$ cat src/rtl/sram_bus_bridge_pkg.sv
// Shared types for the SRAM-to-bus bridge: FSM encoding, bus widths, pending-request record.
// Latency: none (types and constants only).
// Backpressure: n/a.
package sram_bus_bridge_pkg;

    localparam int BUS_AW = 32;
    localparam int BUS_DW = 32;
    localparam int BUS_SW = 4;

    typedef enum logic [2:0] {
        ST_IDLE   = 3'd0,
        ST_REQ_D  = 3'd1,
        ST_WAIT_D = 3'd2,
        ST_REQ_I  = 3'd3,
        ST_WAIT_I = 3'd4,
        ST_DONE   = 3'd5
    } state_t;

    // One latched core-side SRAM request
    typedef struct packed {
        logic [BUS_AW-1:0] addr;
        logic [BUS_SW-1:0] wen;
        logic [BUS_DW-1:0] wdata;
    } sram_req_t;

    // Any byte-enable set makes the access a write
    function automatic logic is_write(input logic [BUS_SW-1:0] wen);
        return |wen;
    endfunction

endpackage

$ cat src/rtl/sram_bus_bridge_if.sv
// Single-outstanding request/response bus between the bridge and the memory system.
// Latency: none (wiring only).
// Backpressure: request holds while bus_req_ready is low; response has no ready.
interface sram_bus_bridge_if;
    import sram_bus_bridge_pkg::*;

    logic              bus_req_valid;
    logic              bus_req_ready;
    logic [BUS_AW-1:0] bus_req_addr;
    logic              bus_req_wr;
    logic [BUS_SW-1:0] bus_req_wstrb;
    logic [BUS_DW-1:0] bus_req_wdata;
    logic              bus_resp_valid;
    logic [BUS_DW-1:0] bus_resp_rdata;

    modport master (
        output bus_req_valid,
        input  bus_req_ready,
        output bus_req_addr,
        output bus_req_wr,
        output bus_req_wstrb,
        output bus_req_wdata,
        input  bus_resp_valid,
        input  bus_resp_rdata
    );

    modport slave (
        input  bus_req_valid,
        output bus_req_ready,
        input  bus_req_addr,
        input  bus_req_wr,
        input  bus_req_wstrb,
        input  bus_req_wdata,
        output bus_resp_valid,
        output bus_resp_rdata
    );

endinterface

$ cat src/rtl/bus_timeout_cnt.sv
// Loadable down-counter that flags expiry when it reaches zero.
// Latency: load takes effect next cycle; expire_o is combinational from the count.
// Backpressure: none; decrement simply stalls at zero.
module bus_timeout_cnt #(
    parameter int CNT_W = 8
) (
    input  logic             clk,
    input  logic             rst,
    input  logic             load_i,
    input  logic [CNT_W-1:0] load_val_i,
    input  logic             dec_i,
    output logic             expire_o
);

    logic [CNT_W-1:0] cnt_q;
    logic [CNT_W-1:0] cnt_d;

    // Load wins over decrement; never wrap below zero
    always_comb begin
        cnt_d = cnt_q;
        if (load_i) begin
            cnt_d = load_val_i;
        end else if (dec_i && (cnt_q != '0)) begin
            cnt_d = cnt_q - CNT_W'(1);
        end
    end

    // Count register
    always_ff @(posedge clk or posedge rst) begin
        if (rst) begin
            cnt_q <= '0;
        end else begin
            cnt_q <= cnt_d;
        end
    end

    assign expire_o = (cnt_q == '0);

endmodule

$ cat src/rtl/sram_bus_bridge.sv
// Bridges the core's inst/data SRAM ports onto one bus, one transaction in flight, stalling the pipeline meanwhile.
// Latency: request on bus the cycle after en; rdata valid in DONE, the cycle after the response (or timeout).
// Backpressure: bus_req_* held stable until bus_req_ready; core is frozen via stallreq_for_bus.
module sram_bus_bridge
    import sram_bus_bridge_pkg::*;
#(
    parameter int DATA_FIRST  = 1,
    parameter int TIMEOUT_CYC = 255
) (
    input  logic              clk,
    input  logic              rst,
    input  logic              inst_sram_en,
    input  logic [BUS_SW-1:0] inst_sram_wen,
    input  logic [BUS_AW-1:0] inst_sram_addr,
    input  logic [BUS_DW-1:0] inst_sram_wdata,
    output logic [BUS_DW-1:0] inst_sram_rdata,
    input  logic              data_sram_en,
    input  logic [BUS_SW-1:0] data_sram_wen,
    input  logic [BUS_AW-1:0] data_sram_addr,
    input  logic [BUS_DW-1:0] data_sram_wdata,
    output logic [BUS_DW-1:0] data_sram_rdata,
    output logic              stallreq_for_bus,
    sram_bus_bridge_if.master bus,
    output logic              bus_timeout
);

    // The counter holds TIMEOUT_CYC-1 at most: it is loaded on the handshake and
    // expires on the TIMEOUT_CYC-th WAIT cycle.
    localparam int               CNT_W    = (TIMEOUT_CYC < 2) ? 1 : $clog2(TIMEOUT_CYC);
    localparam logic [CNT_W-1:0] CNT_LOAD = CNT_W'(TIMEOUT_CYC - 1);

    state_t            state_q, state_d;
    logic              inst_pend_q, inst_pend_d;
    logic              data_pend_q, data_pend_d;
    sram_req_t         inst_req_q, inst_req_d;
    sram_req_t         data_req_q, data_req_d;
    logic [BUS_DW-1:0] inst_rdata_q, inst_rdata_d;
    logic [BUS_DW-1:0] data_rdata_q, data_rdata_d;
    logic              timeout_q, timeout_d;

    logic      accept;
    logic      in_req;
    logic      in_wait;
    logic      req_hs;
    logic      rsp_fire;
    logic      tmo_fire;
    logic      wait_end;
    logic      cnt_expire;
    sram_req_t cur_req;

    assign accept   = (state_q == ST_IDLE) || (state_q == ST_DONE);
    assign in_req   = (state_q == ST_REQ_D) || (state_q == ST_REQ_I);
    assign in_wait  = (state_q == ST_WAIT_D) || (state_q == ST_WAIT_I);
    assign req_hs   = in_req && bus.bus_req_ready;
    // A real response in the expiry cycle still counts as a response
    assign rsp_fire = in_wait && bus.bus_resp_valid;
    assign tmo_fire = in_wait && !bus.bus_resp_valid && cnt_expire;
    assign wait_end = rsp_fire || tmo_fire;
    assign cur_req  = (state_q == ST_REQ_D) ? data_req_q : inst_req_q;

    bus_timeout_cnt #(
        .CNT_W (CNT_W)
    ) u_tmo_cnt (
        .clk        (clk),
        .rst        (rst),
        .load_i     (req_hs),
        .load_val_i (CNT_LOAD),
        .dec_i      (in_wait),
        .expire_o   (cnt_expire)
    );

    // FSM state register
    always_ff @(posedge clk or posedge rst) begin
        if (rst) begin
            state_q <= ST_IDLE;
        end else begin
            state_q <= state_d;
        end
    end

    // FSM next state: pick a side on accept, then serve the other side if still pending
    always_comb begin
        state_d = state_q;
        unique case (state_q)
            ST_IDLE, ST_DONE: begin
                if (data_sram_en && ((DATA_FIRST != 0) || !inst_sram_en)) begin
                    state_d = ST_REQ_D;
                end else if (inst_sram_en) begin
                    state_d = ST_REQ_I;
                end else begin
                    state_d = ST_IDLE;
                end
            end
            ST_REQ_D: begin
                if (bus.bus_req_ready) state_d = ST_WAIT_D;
            end
            ST_WAIT_D: begin
                if (wait_end) state_d = inst_pend_q ? ST_REQ_I : ST_DONE;
            end
            ST_REQ_I: begin
                if (bus.bus_req_ready) state_d = ST_WAIT_I;
            end
            ST_WAIT_I: begin
                if (wait_end) state_d = data_pend_q ? ST_REQ_D : ST_DONE;
            end
            default: state_d = ST_IDLE;
        endcase
    end

    // FSM outputs: bus request straight from the pending record, zero when not requesting
    always_comb begin
        stallreq_for_bus  = accept ? (inst_sram_en || data_sram_en) : 1'b1;
        bus.bus_req_valid = 1'b0;
        bus.bus_req_addr  = '0;
        bus.bus_req_wr    = 1'b0;
        bus.bus_req_wstrb = '0;
        bus.bus_req_wdata = '0;
        if (in_req) begin
            bus.bus_req_valid = 1'b1;
            bus.bus_req_addr  = cur_req.addr;
            bus.bus_req_wr    = is_write(cur_req.wen);
            bus.bus_req_wstrb = cur_req.wen;
            bus.bus_req_wdata = cur_req.wdata;
        end
    end

    // Datapath next state: latch requests on accept, retire them on response or timeout
    always_comb begin
        inst_pend_d  = inst_pend_q;
        data_pend_d  = data_pend_q;
        inst_req_d   = inst_req_q;
        data_req_d   = data_req_q;
        inst_rdata_d = inst_rdata_q;
        data_rdata_d = data_rdata_q;
        timeout_d    = timeout_q;

        if (accept && inst_sram_en) begin
            inst_pend_d      = 1'b1;
            inst_req_d.addr  = inst_sram_addr;
            inst_req_d.wen   = inst_sram_wen;
            inst_req_d.wdata = inst_sram_wdata;
        end
        if (accept && data_sram_en) begin
            data_pend_d      = 1'b1;
            data_req_d.addr  = data_sram_addr;
            data_req_d.wen   = data_sram_wen;
            data_req_d.wdata = data_sram_wdata;
        end

        if (wait_end && (state_q == ST_WAIT_I)) begin
            inst_pend_d = 1'b0;
            if (!is_write(inst_req_q.wen)) begin
                inst_rdata_d = rsp_fire ? bus.bus_resp_rdata : '0;
            end
        end
        if (wait_end && (state_q == ST_WAIT_D)) begin
            data_pend_d = 1'b0;
            if (!is_write(data_req_q.wen)) begin
                data_rdata_d = rsp_fire ? bus.bus_resp_rdata : '0;
            end
        end

        if (tmo_fire) timeout_d = 1'b1;
    end

    // Datapath registers
    always_ff @(posedge clk or posedge rst) begin
        if (rst) begin
            inst_pend_q  <= 1'b0;
            data_pend_q  <= 1'b0;
            inst_req_q   <= '0;
            data_req_q   <= '0;
            inst_rdata_q <= '0;
            data_rdata_q <= '0;
            timeout_q    <= 1'b0;
        end else begin
            inst_pend_q  <= inst_pend_d;
            data_pend_q  <= data_pend_d;
            inst_req_q   <= inst_req_d;
            data_req_q   <= data_req_d;
            inst_rdata_q <= inst_rdata_d;
            data_rdata_q <= data_rdata_d;
            timeout_q    <= timeout_d;
        end
    end

    assign inst_sram_rdata = inst_rdata_q;
    assign data_sram_rdata = data_rdata_q;
    assign bus_timeout     = timeout_q;

endmodule

$ cat src/flat_wrapper.sv
// flat-port wrapper written by rule: the top's interface ports become plain ports
module sram_bus_bridge_flat import sram_bus_bridge_pkg::*;
#(
    parameter int DATA_FIRST  = 1,
    parameter int TIMEOUT_CYC = 255
)
  (clk, rst, inst_sram_en, inst_sram_wen, inst_sram_addr, inst_sram_wdata, inst_sram_rdata, data_sram_en, data_sram_wen, data_sram_addr, data_sram_wdata, data_sram_rdata, stallreq_for_bus, bus_timeout, bus_bus_req_valid, bus_bus_req_ready, bus_bus_req_addr, bus_bus_req_wr, bus_bus_req_wstrb, bus_bus_req_wdata, bus_bus_resp_valid, bus_bus_resp_rdata);
  sram_bus_bridge_if bus_i ();
  input  logic clk;
  input  logic rst;
  input  logic inst_sram_en;
  input  logic [BUS_SW-1:0] inst_sram_wen;
  input  logic [BUS_AW-1:0] inst_sram_addr;
  input  logic [BUS_DW-1:0] inst_sram_wdata;
  output logic [BUS_DW-1:0] inst_sram_rdata;
  input  logic data_sram_en;
  input  logic [BUS_SW-1:0] data_sram_wen;
  input  logic [BUS_AW-1:0] data_sram_addr;
  input  logic [BUS_DW-1:0] data_sram_wdata;
  output logic [BUS_DW-1:0] data_sram_rdata;
  output logic stallreq_for_bus;
  output logic bus_timeout;
  output wire logic [$bits(bus_i.bus_req_valid)-1:0] bus_bus_req_valid;
  input wire logic [$bits(bus_i.bus_req_ready)-1:0] bus_bus_req_ready;
  output wire logic [$bits(bus_i.bus_req_addr)-1:0] bus_bus_req_addr;
  output wire logic [$bits(bus_i.bus_req_wr)-1:0] bus_bus_req_wr;
  output wire logic [$bits(bus_i.bus_req_wstrb)-1:0] bus_bus_req_wstrb;
  output wire logic [$bits(bus_i.bus_req_wdata)-1:0] bus_bus_req_wdata;
  input wire logic [$bits(bus_i.bus_resp_valid)-1:0] bus_bus_resp_valid;
  input wire logic [$bits(bus_i.bus_resp_rdata)-1:0] bus_bus_resp_rdata;
  assign bus_bus_req_valid = bus_i.bus_req_valid;
  assign bus_i.bus_req_ready = bus_bus_req_ready;
  assign bus_bus_req_addr = bus_i.bus_req_addr;
  assign bus_bus_req_wr = bus_i.bus_req_wr;
  assign bus_bus_req_wstrb = bus_i.bus_req_wstrb;
  assign bus_bus_req_wdata = bus_i.bus_req_wdata;
  assign bus_i.bus_resp_valid = bus_bus_resp_valid;
  assign bus_i.bus_resp_rdata = bus_bus_resp_rdata;
  sram_bus_bridge #(.DATA_FIRST(DATA_FIRST), .TIMEOUT_CYC(TIMEOUT_CYC)) u_core (.clk(clk), .rst(rst), .inst_sram_en(inst_sram_en), .inst_sram_wen(inst_sram_wen), .inst_sram_addr(inst_sram_addr), .inst_sram_wdata(inst_sram_wdata), .inst_sram_rdata(inst_sram_rdata), .data_sram_en(data_sram_en), .data_sram_wen(data_sram_wen), .data_sram_addr(data_sram_addr), .data_sram_wdata(data_sram_wdata), .data_sram_rdata(data_sram_rdata), .stallreq_for_bus(stallreq_for_bus), .bus(bus_i), .bus_timeout(bus_timeout));
endmodule
$ cat config.mk
export PLATFORM = sky130hd
export DESIGN_NAME = sram_bus_bridge_flat
export DESIGN_NICKNAME = d
export VERILOG_FILES = /design/src/rtl/sram_bus_bridge_pkg.sv /design/src/rtl/sram_bus_bridge_if.sv /design/src/rtl/bus_timeout_cnt.sv /design/src/rtl/sram_bus_bridge.sv /design/src/flat_wrapper.sv
export SDC_FILE = /design/constraint.sdc
export NUM_CORES = 1
export LEC_CHECK = 0
export BUFFER_PORTS_ARGS = -buffer_cell sky130_fd_sc_hd__buf_2
export CAP_MARGIN = 0
export CORE_ASPECT_RATIO = 0.7
export CORE_UTILIZATION = 45
export DETAILED_ROUTE_END_ITERATION = 10
export GPL_ROUTABILITY_DRIVEN = 0
export GPL_TIMING_DRIVEN = 0
export PLACE_DENSITY = 0.83
export SLEW_MARGIN = 20
export SYNTH_ARGS = -nofsm -noshare
export SYNTH_HDL_FRONTEND = slang
export SYNTH_SLANG_ARGS = --single-unit
$ cat constraint.sdc
create_clock -name clk -period 8.8 [get_ports clk]
set_input_delay 1.76 -clock clk [delete_from_list [all_inputs] [get_ports clk]]
set_output_delay 1.76 -clock clk [all_outputs]
set_load 0.05 [all_outputs]
After elaboration in Yosys (flattened, before gate mapping)
Cells that the tools add are included.

Register bits: 214. Input bits: 174. Output and inout bits: 136. Word-level logic and storage cells: 76.

Add/sub/neg operators: 1. Equal/unequal tests: 9. Muxes and demuxes: 23. Bitwise operators: 2. Reduce and logical (&&, ||, !) cells: 28.

Operators with widths (count): two-way mux 32 bit (3); two-way mux 68 bit (1); two-way mux 3 bit (7); two-way mux 8 bit (2); case mux 3 bit (5 select lines) (1); OR reduction 4 bit (3); logical AND 1 bit (9); logical NOT 8 bit (1); nonzero test 8 bit (1); subtractor 8 x 1 -> 8 bit, second input constant (1); two-way mux 1 bit (7); == test 3 x 2 -> 1 bit, second input constant (2); == test 3 bit, second input constant (2); nonzero test 2 bit (3); logical OR 1 bit (5); two-way mux 4 bit (1); != test 2 x 1 -> 1 bit, second input constant (2); != test 2 bit, second input constant (2); AND reduction 2 bit (2); AND reduction 4 bit (1); == test 3 x 1 -> 1 bit, second input constant (1); logical NOT 3 bit (1); two-way mux 2 bit (1); NOT 1 bit (2); other kinds (2) (2).

Longest topological paths before layout
Gate-level depths: netlist of the first run.

Word-level depth: 7. Depth in mapped cells: 8. Depth with buffers taken out: 6.

Modules after synthesis
Synthesis of the first run repeated with hierarchy kept, for this count alone.

Cell total of the unflattened synthesis: 821. Area, all modules: 9699.3 um^2.

Modules (own cells, without submodules): sram_bus_bridge (instances 1, cells an instance 768, area an instance 9203.8 um^2, sequential area each 5154.9 um^2); bus_timeout_cnt (instances 1, cells an instance 53, area an instance 495.5 um^2, sequential area each 200.2 um^2).

Least setup slack after synthesis of the first run
OpenSTA, ideal clock, no wires.

Kind: reg2out. Start point: register u_core.state_q[1]. End point: output port bus_bus_req_wr. Arrival time: 2.227 ns. Data required time: 7.040 ns. Slack: 4.813 ns. Stages on the path, launching flop included: 5. Buffers on the path: 2. Cell sequence: dfrtp_1 > clkbuf_1 > buf_1 > nor2_1 > nor3_1.

Word-level cells in the longest chain between the ends: 4. Elaborated cells on any way between the ends: 6. Those cells by class: eq/ne (2); mux (2); reduce/logical (2).

RTL lines: from (decl) (RTL line sram_bus_bridge.sv:32) `state_t state_q, state_d;`; from (signal assigned) (RTL line sram_bus_bridge.sv:77) `state_q <= state_d;`; == test 3 x 1 -> 1 bit (RTL line sram_bus_bridge.sv:52, sram_bus_bridge.sv:59); two-way mux 68 bit (RTL line sram_bus_bridge.sv:59) `assign cur_req = (state_q == ST_REQ_D) ? data_req_q : inst_req_q;`; OR reduction 4 bit (RTL line sram_bus_bridge_pkg.sv:28) `return |wen;`; two-way mux 1 bit * (RTL line sram_bus_bridge.sv:118) `if (in_req) begin`; to (decl) (RTL line flat_wrapper.sv:26) `output wire logic [$bits(bus_i.bus_req_wr)-1:0] bus_bus_req_wr;`.

Mark *: on every way between the ends. The rest lies on a longest branch, timed or not.

Worst setup path after layout of the first run
Start point: register u_core.state_q[2]. End point: output port bus_bus_req_wdata[13].

Word-level cells in the longest chain between the ends: 3. Elaborated cells on any way between the ends: 5. Those cells by class: eq/ne (2); mux (2); reduce/logical (1).

RTL lines: == test 3 x 1 -> 1 bit or == test 3 x 2 -> 1 bit (tied branches) (RTL line sram_bus_bridge.sv:52, sram_bus_bridge.sv:59); two-way mux 68 bit or logical OR 1 bit (tied branches) (RTL line sram_bus_bridge.sv:59, sram_bus_bridge.sv:52); two-way mux 32 bit * (RTL line sram_bus_bridge.sv:118); to (decl) (RTL line flat_wrapper.sv:28) `output wire logic [$bits(bus_i.bus_req_wdata)-1:0] bus_bus_req_wdata;`.

Marked as above.

==> summary.txt, run 1 <==
Run status
  – Status: finished clean

Synthesis
  – Synthesized-area fraction occupied by and/or/nand/nor cells: 3.73%
  – Post-Synth Adder-Cell Area: 0.283%
  – Largest family of logic cells by synthesized area: multiplexers
  – Post-synthesis cell area: 8850 µm²
  – YS warnings: 0
  – Syn Area/Cell: 14.2 µm²
  – Unique masters post-synth: 41
  – Cells after Synth: 624
  – Compound-Gate Fraction of Synth Area: 13.8%
  – Post-Synth XOR/XNOR Area: 0.198%
  – Register area share after synthesis: 60.5%
  – Post-Syn Nets: 800
  – Mux contribution to synthesized area: 18.4%
  – Yosys reg bits: 214

Global routing
  – GRT Util Overall: 23.3%
  – Overflow after GRT: 0
  – First-pass GRT wire length: 37100 µm
  – Initial antenna violation count: 5
  – Largest net degree at the start of global routing: 90
  – Vias in the first global route: 6916

STA
  – TNS Setup: 0 ps
  – Slew Viols, Final: 0
  – Final setup viols: 0
  – RSZ-0062 raised after global routing: false
  – Fin crit share: 58.4%
  – Max-slew headroom: 30.3%
  – Least-Margin Pin Slew: 1040 ps
  – Min Tclk post-route: 5140 ps
  – Final hold viol count: 0
  – Max Fclk: 195 MHz
  – Clock skew: 12.7 ps

Power and ir drop
  – Total power: 5.46 mW
  – Combinational Power Share: 50.9%
  – Cell Pwr Density: 473 nW/µm²
  – Switching share of power: 46.6%
  – NetSw: 2.54 mW
  – P_int: 2.92 mW
  – Flop pwr share: 31.7%
  – Clock network power share: 17.5%
  – Worst VDD drop: 268 µV
  – Leakage Power: 5.66 nW

Floorplanning
  – Die Height: 119 µm
  – Die Wd: 170 µm
  – Core Region: 19100 µm²
  – Cell Rows: 42
  – I/O Pins: 310
  – Initial core utilization: 46.4%
  – Die area: 20200 µm²

Hold path
  – WHS Endpoint: u_core.inst_req_q[2]$_DFFE_PP0P_
  – Worst hold start: u_core.inst_req_q[2]$_DFFE_PP0P_
  – HP Class: reg -> reg
  – Hold depth: 1

Final layout
  – Fill count: 1536
  – Non-Filler Instances: 1243
  – Area growth, synth to finish: 30.5%
  – Post-route cell area: 11500 µm²
  – Multi-input logic area: 3230 µm²
  – Share of layout cells above drive strength 1: 50.2%
  – Seq. cell area: 5360 µm²
  – Nets: 1135
  – Finished Core Util: 60.5%

Clock tree
  – Sink Count: 214
  – Skew-Pair Late Insertion Delay: 500 ps
  – Post-CTS Setup Bufs: 0
  – PostCTS Resize Cnt: 0
  – Clock Path Buffers: 3
  – H-tree Lvls: 1
  – TritonCTS Buffers: 22
  – Clock-pin slew of the registers on the worst-case setup and hold paths: 60 ps
  – CTS tree: done
  – Hold buffer count at CTS: 0
  – CTS Root Cell: clkbuf_16

Placement
  – Hpwl dp: 17100 µm
  – Port buffer count: 309
  – Placed Area: 10800 µm²
  – Placed cells: 1199

Worst setup path
  – CP Class: reg -> out
  – R2R cell count: 8
  – CP required: 7040 ps
  – CP max FO: 10
  – Critical Path Start Type: flop
  – Critical path data arrival time: 3380 ps
  – R2r startpoint: u_core.state_q[2]$_DFFE_PP0P_
  – R2r setup slk: 5940 ps
  – R2R Path End: u_core.inst_req_q[7]$_DFFE_PP0P_
  – Worst Setup End Kind: output port

Job
  – Max-Cap Viols: 0

Routing
  – Vias per inst: 5.38
  – DRT iter0 DRCs: 397
  – Wire per inst: 19.0 µm
  – Routed wire length: 23600 µm
  – Detail Route Antenna Nets: 0
  – Via Count: 6686
  – Drt pass-1 iters: 4
  – DRC Markers: 0
==> flip-flops by register name, summed over array words and instances, names as in the netlist <==
| name | count |
|---|---|
| u_core.data_req_q | 68 |
| u_core.inst_req_q | 68 |
| u_core.state_q | 3 |
| u_core.inst_pend_q | 1 |
| u_core.bus_timeout | 1 |
| u_core.u_tmo_cnt.cnt_q | 8 |
| u_core.inst_sram_rdata | 32 |
| u_core.data_sram_rdata | 32 |
| u_core.data_pend_q | 1 |
==> layout by cell type, fill, tap and decap left out, types with 3 or more instances in the layout <==
cell type / n
a21oi_1: 3
a22o_1: 124
and2_1: 3
buf_1: 3
buf_2: 320
buf_8: 3
clkbuf_1: 31
clkbuf_16: 23
clkbuf_8: 3
clkinv_2: 6
clkinvlp_4: 3
dfrtp_1: 214
diode_2: 4
inv_1: 6
mux2_1: 18
mux2_2: 118
mux2i_1: 10
nand2_1: 5
nand2b_1: 5
nand3_1: 4
nor2_1: 22
nor4_1: 4
o21ai_0: 4
or3_1: 3
or4_1: 4
==> power groups by stage <==
stage	registers, mW	clock network [mW]	logic (mW)
2_1_floorplan	2.14	0	1.70
3_3_place_gp	1.71	0	2.74
3_5_place_dp	1.73	0	2.79
4_1_cts	1.73	0.975	2.80
5_1_grt	1.79	1.01	2.92
6_report	1.73	0.954	2.78
==> per-stage QoR <==
| step | hold WS [ps] | setup WS [ps] |
|---|---|---|
| floorplan | 459 | 1190 |
| global placement | 469 | -1120 |
| detailed placement | 476 | 4200 |
| CTS | 493 | 3650 |
| global route | 508 | 3460 |
| finish | 486 | 3660 |
==> worst max-delay path by stage <==
stage / start / endpoint / slack, ps / cells past startpoint
final: u_core.state_q[2]$_DFFE_PP0P_ / bus_bus_req_wdata[13] / 3660 / 6
after CTS: u_core.state_q[2]$_DFFE_PP0P_ / bus_bus_req_wdata[13] / 3650 / 7
after global routing: u_core.state_q[2]$_DFFE_PP0P_ / bus_bus_req_wdata[13] / 3460 / 7
after floorplan: rst / u_core.bus_timeout$_DFFE_PP0P_ / 1190 / 1
after global placement: rst / u_core.data_req_q[36]$_DFFE_PP0P_ / -1120 / 2
after detailed placement: u_core.state_q[2]$_DFFE_PP0P_ / bus_bus_req_wdata[13] / 4200 / 7
==> cells in the mapped netlist (all sizes together) <==
library cell | count | area (µm²)
xnor2 | 1 | 8.76
or3b | 1 | 8.76
or4 | 7 | 58.8
nor3 | 2 | 10.0
nand2b | 5 | 31.3
nor2 | 22 | 82.6
o211a | 1 | 10.0
nand3b | 1 | 7.51
o21a | 1 | 7.51
and4 | 1 | 8.76
a211oi | 2 | 15.0
o21ai | 4 | 20.0
xor2 | 1 | 8.76
nand2 | 5 | 18.8
nand3 | 4 | 20.0
o211ai | 2 | 15.0
a41o | 1 | 10.0
mux2i | 10 | 100
o21ba | 1 | 10.0
mux2 | 136 | 1530
nor4 | 4 | 25.0
a22o | 124 | 1090
buf | 18 | 123
o22ai | 2 | 12.5
a41oi | 1 | 8.76
a21oi | 3 | 15.0
and3 | 2 | 12.5
dfrtp | 214 | 5360
or3 | 3 | 18.8
clkbuf | 30 | 113
nand4b | 1 | 8.76
o31ai | 2 | 15.0
ha | 2 | 25.0
inv | 7 | 26.3
and2 | 3 | 18.8
==> cell type report <==
type | count | area share (%)
multi-input cells | 355 | 28.0
repair buffers | 311 | 13.9
flip-flops and latches | 214 | 46.4
inverters | 7 | 0.293
clock inverters | 13 | 1.13
plain buffers | 48 | 2.04
well taps | 264 | 2.86
clock buffers | 27 | 5.37
diodes | 4 | 0.0867
==> critical path, cell delays in order (launching register included) <==
cell and delay, ps:
dfrtp_1 470, nand2b_1 270, nor2_1 640, clkbuf_1 530, buf_1 490, a22o_1 210
buf_2 270
==> layer usage <==
| layer | GRT usage (%) | wire [µm] |
|---|---|---|
| met2 | 37.0 | 11000 |
| met4 | 6.76 | 601 |
| met3 | 7.48 | 1900 |
| met1 | 30.6 | 10100 |
| met5 | 0 | 25 |
==> kinds of logic (layout without fill, tap and decap cells) <==
group                    count (synthesis)  count (layout)
AO/OA/AOI/OAI                          144             144
XOR/XNOR                                 2               2
adder cells (fa/ha/maj)                  2               2
buffers and inverters                   55             406
flip-flops                             214             214
multiplexers                           146             146
other                                    0               4
AND/OR/NAND/NOR                         61              61
No activity file was read; power rests on OpenSTA's default activity.
==> inputs of run 2 (changes only) <==
--- a/config.mk
+++ b/config.mk
@@ -12,7 +12,7 @@
 export DETAILED_ROUTE_END_ITERATION = 10
 export GPL_ROUTABILITY_DRIVEN = 0
 export GPL_TIMING_DRIVEN = 0
-export PLACE_DENSITY = 0.83
+export PLACE_DENSITY = 0.86
 export SLEW_MARGIN = 20
 export SYNTH_ARGS = -nofsm -noshare
 export SYNTH_HDL_FRONTEND = slang
==> constraint.sdc (replaced) <==
create_clock -name clk -period 4.62 [get_ports clk]
set_input_delay 0.924 -clock clk [delete_from_list [all_inputs] [get_ports clk]]
set_output_delay 0.924 -clock clk [all_outputs]
set_load 0.05 [all_outputs]
==> run 2 against run 1 <==
Effect of this change:
- combinational power increased by 91%
- largest cell class unchanged
- global-route usage increased by 0.36 points
- non-clock buffer count increased by 5
- total power increased by 88%
- die area unchanged
- setup slack got worse by 3400 ps
- clock skew decreased by 1.9 ps
- final cell count unchanged
- largest power group unchanged
==> summary.txt, run 2 (synthesized netlist as in run 1, its figures left out) <==
STA
  – RSZ-0062 raised after global routing: false
  – Post-route setup slack: 228 ps
  – Slew Viols, Final: 0
  – Fin crit share: 95.1%
  – Least-Margin Pin Slew: 907 ps
  – TNS Setup: 0 ps
  – Clock skew: 10.7 ps
  – Min Tclk post-route: 4390 ps
  – Min Hold Slack: 425 ps
  – Max-slew headroom: 39.0%
  – Final setup viols: 0
  – Final hold viol count: 0
  – Max Fclk: 228 MHz

Clock tree
  – Post-CTS Setup Bufs: 0
  – TritonCTS Buffers: 21
  – CTS Root Cell: clkbuf_16
  – Sink Count: 214
  – Clock-pin slew of the registers on the worst-case setup and hold paths: 60 ps
  – Skew-Pair Late Insertion Delay: 490 ps
  – Clock Path Buffers: 3
  – Hold buffer count at CTS: 0
  – PostCTS Resize Cnt: 0
  – CTS tree: done
  – H-tree Lvls: 1

Routing
  – Routed wire length: 24000 µm
  – Detail Route Antenna Nets: 0
  – DRC Markers: 0
  – Uppermost layer routed: met5
  – Met1 WL: 10200 µm
  – Wire per inst: 19.3 µm
  – Vias per inst: 5.38
  – DR WL met3: 2120 µm
  – Drt pass-1 iters: 4
  – WL met2: 11100 µm
  – DRT iter0 DRCs: 351
  – Via Count: 6690

Run status
  – Status: finished clean

Final layout
  – Multi-input logic area: 3230 µm²
  – Share of layout cells above drive strength 1: 49.8%
  – Largest registers: u_core.data_req_q x68, u_core.inst_req_q x68
  – Finished Core Util: 60.6%
  – Seq. cell area: 5360 µm²
  – Nets: 1139
  – Fill count: 1533
  – Area growth, synth to finish: 30.7%
  – Non-Filler Instances: 1243
  – Post-route cell area: 11600 µm²
  – Most common cell after layout, fill and taps aside: buf_2
  – Commonest cells after routing, fill and taps aside: buf_2 (320), dfrtp_1 (214), a22o_1 (124)

Floorplanning
  – Die area: 20200 µm²
  – I/O Pins: 310
  – Initial core utilization: 46.4%
  – Cell Rows: 42
  – Die Wd: 170 µm
  – Core Region: 19100 µm²
  – Die Height: 119 µm

Power and ir drop
  – Leakage Power: 5.66 nW
  – Total power: 10.3 mW
  – Cell Pwr Density: 890 nW/µm²
  – Worst VDD drop: 486 µV

Global routing
  – Vias in the first global route: 7077
  – First-pass GRT wire length: 37300 µm
  – Overflow after GRT: 0
  – Initial antenna violation count: 5
  – Largest net degree at the start of global routing: 36
  – GRT Util Overall: 23.7%

Placement
  – Port buffer count: 309
  – Placed Area: 10900 µm²
  – DP Worst Slack: 800 ps
  – Hpwl dp: 17800 µm
  – Placed cells: 1204

Worst setup path
  – Critical path data arrival time: 3470 ps
  – R2r startpoint: u_core.state_q[2]$_DFFE_PP0P_
  – CP Class: reg -> out
  – R2R Path End: u_core.inst_req_q[34]$_DFFE_PP0P_
  – CP required: 3700 ps
  – R2R cell count: 8
  – Worst Setup End Kind: output port
  – Critical Path Start Type: flop
  – R2r setup slk: 1710 ps
  – CP max FO: 10

Hold path
  – HP Class: in -> async

Job
  – Max-Cap Viols: 0
[run 2: cell count changes in the layout (fill, tap and decap cells not counted), sizes merged]
| cell | before | now |
|---|---|---|
| clkinv | 7 | 3 |
| bufinv | 2 | 1 |
| clkbuf | 57 | 61 |
| buf | 329 | 334 |
| inv | 8 | 6 |
| diode | 4 | 2 |
[run 2: area by class of cell]
class	count	area share, %
Clock inverter	6	0.520
Buffer	48	2.03
Tap cell	264	2.86
Multi-Input combinational cell	355	27.9
Antenna cell	2	0.0433
Inverter	7	0.260
Sequential cell	214	46.3
Timing Repair Buffer	316	14.7
Clock buffer	31	5.30
[run 2: critical path, stage by stage, from the launching register on]
cell      delay [ps]
dfrtp_1          470
nand2b_1         180
clkbuf_1         200
nor2_1           540
clkbuf_1         540
clkbuf_1         520
a22o_1           250
buf_2            270
[run 2: worst max path at each step]
stage          slack, ps  depth (start not counted)                     startpoint                                 to
4_1_cts              260                          7  u_core.state_q[2]$_DFFE_PP0P_              bus_bus_req_wdata[17]
6_report             230                          7  u_core.state_q[2]$_DFFE_PP0P_              bus_bus_req_wdata[13]
3_3_place_gp        -320                          2                            rst  u_core.inst_req_q[12]$_DFFE_PP0P_
3_5_place_dp         800                          7  u_core.state_q[2]$_DFFE_PP0P_              bus_bus_req_wdata[17]
2_1_floorplan        910                          1                            rst     u_core.bus_timeout$_DFFE_PP0P_
5_1_grt               80                          7  u_core.state_q[2]$_DFFE_PP0P_              bus_bus_req_wdata[15]
[run 2: where the power goes]
| group | leakage (nW) | internal [mW] | switching [mW] |
|---|---|---|---|
| sequential | 2.56 | 2.78 | 0.517 |
| clock | 0.327 | 0.974 | 0.704 |
| combinational | 2.77 | 1.71 | 3.60 |
[run 2: layer usage]
metal	global-route usage, %	up-vias
li1	-	3021
met1	30.5	3345
met2	38.8	271
met3	7.64	47
met4	5.57	6
met5	0	-
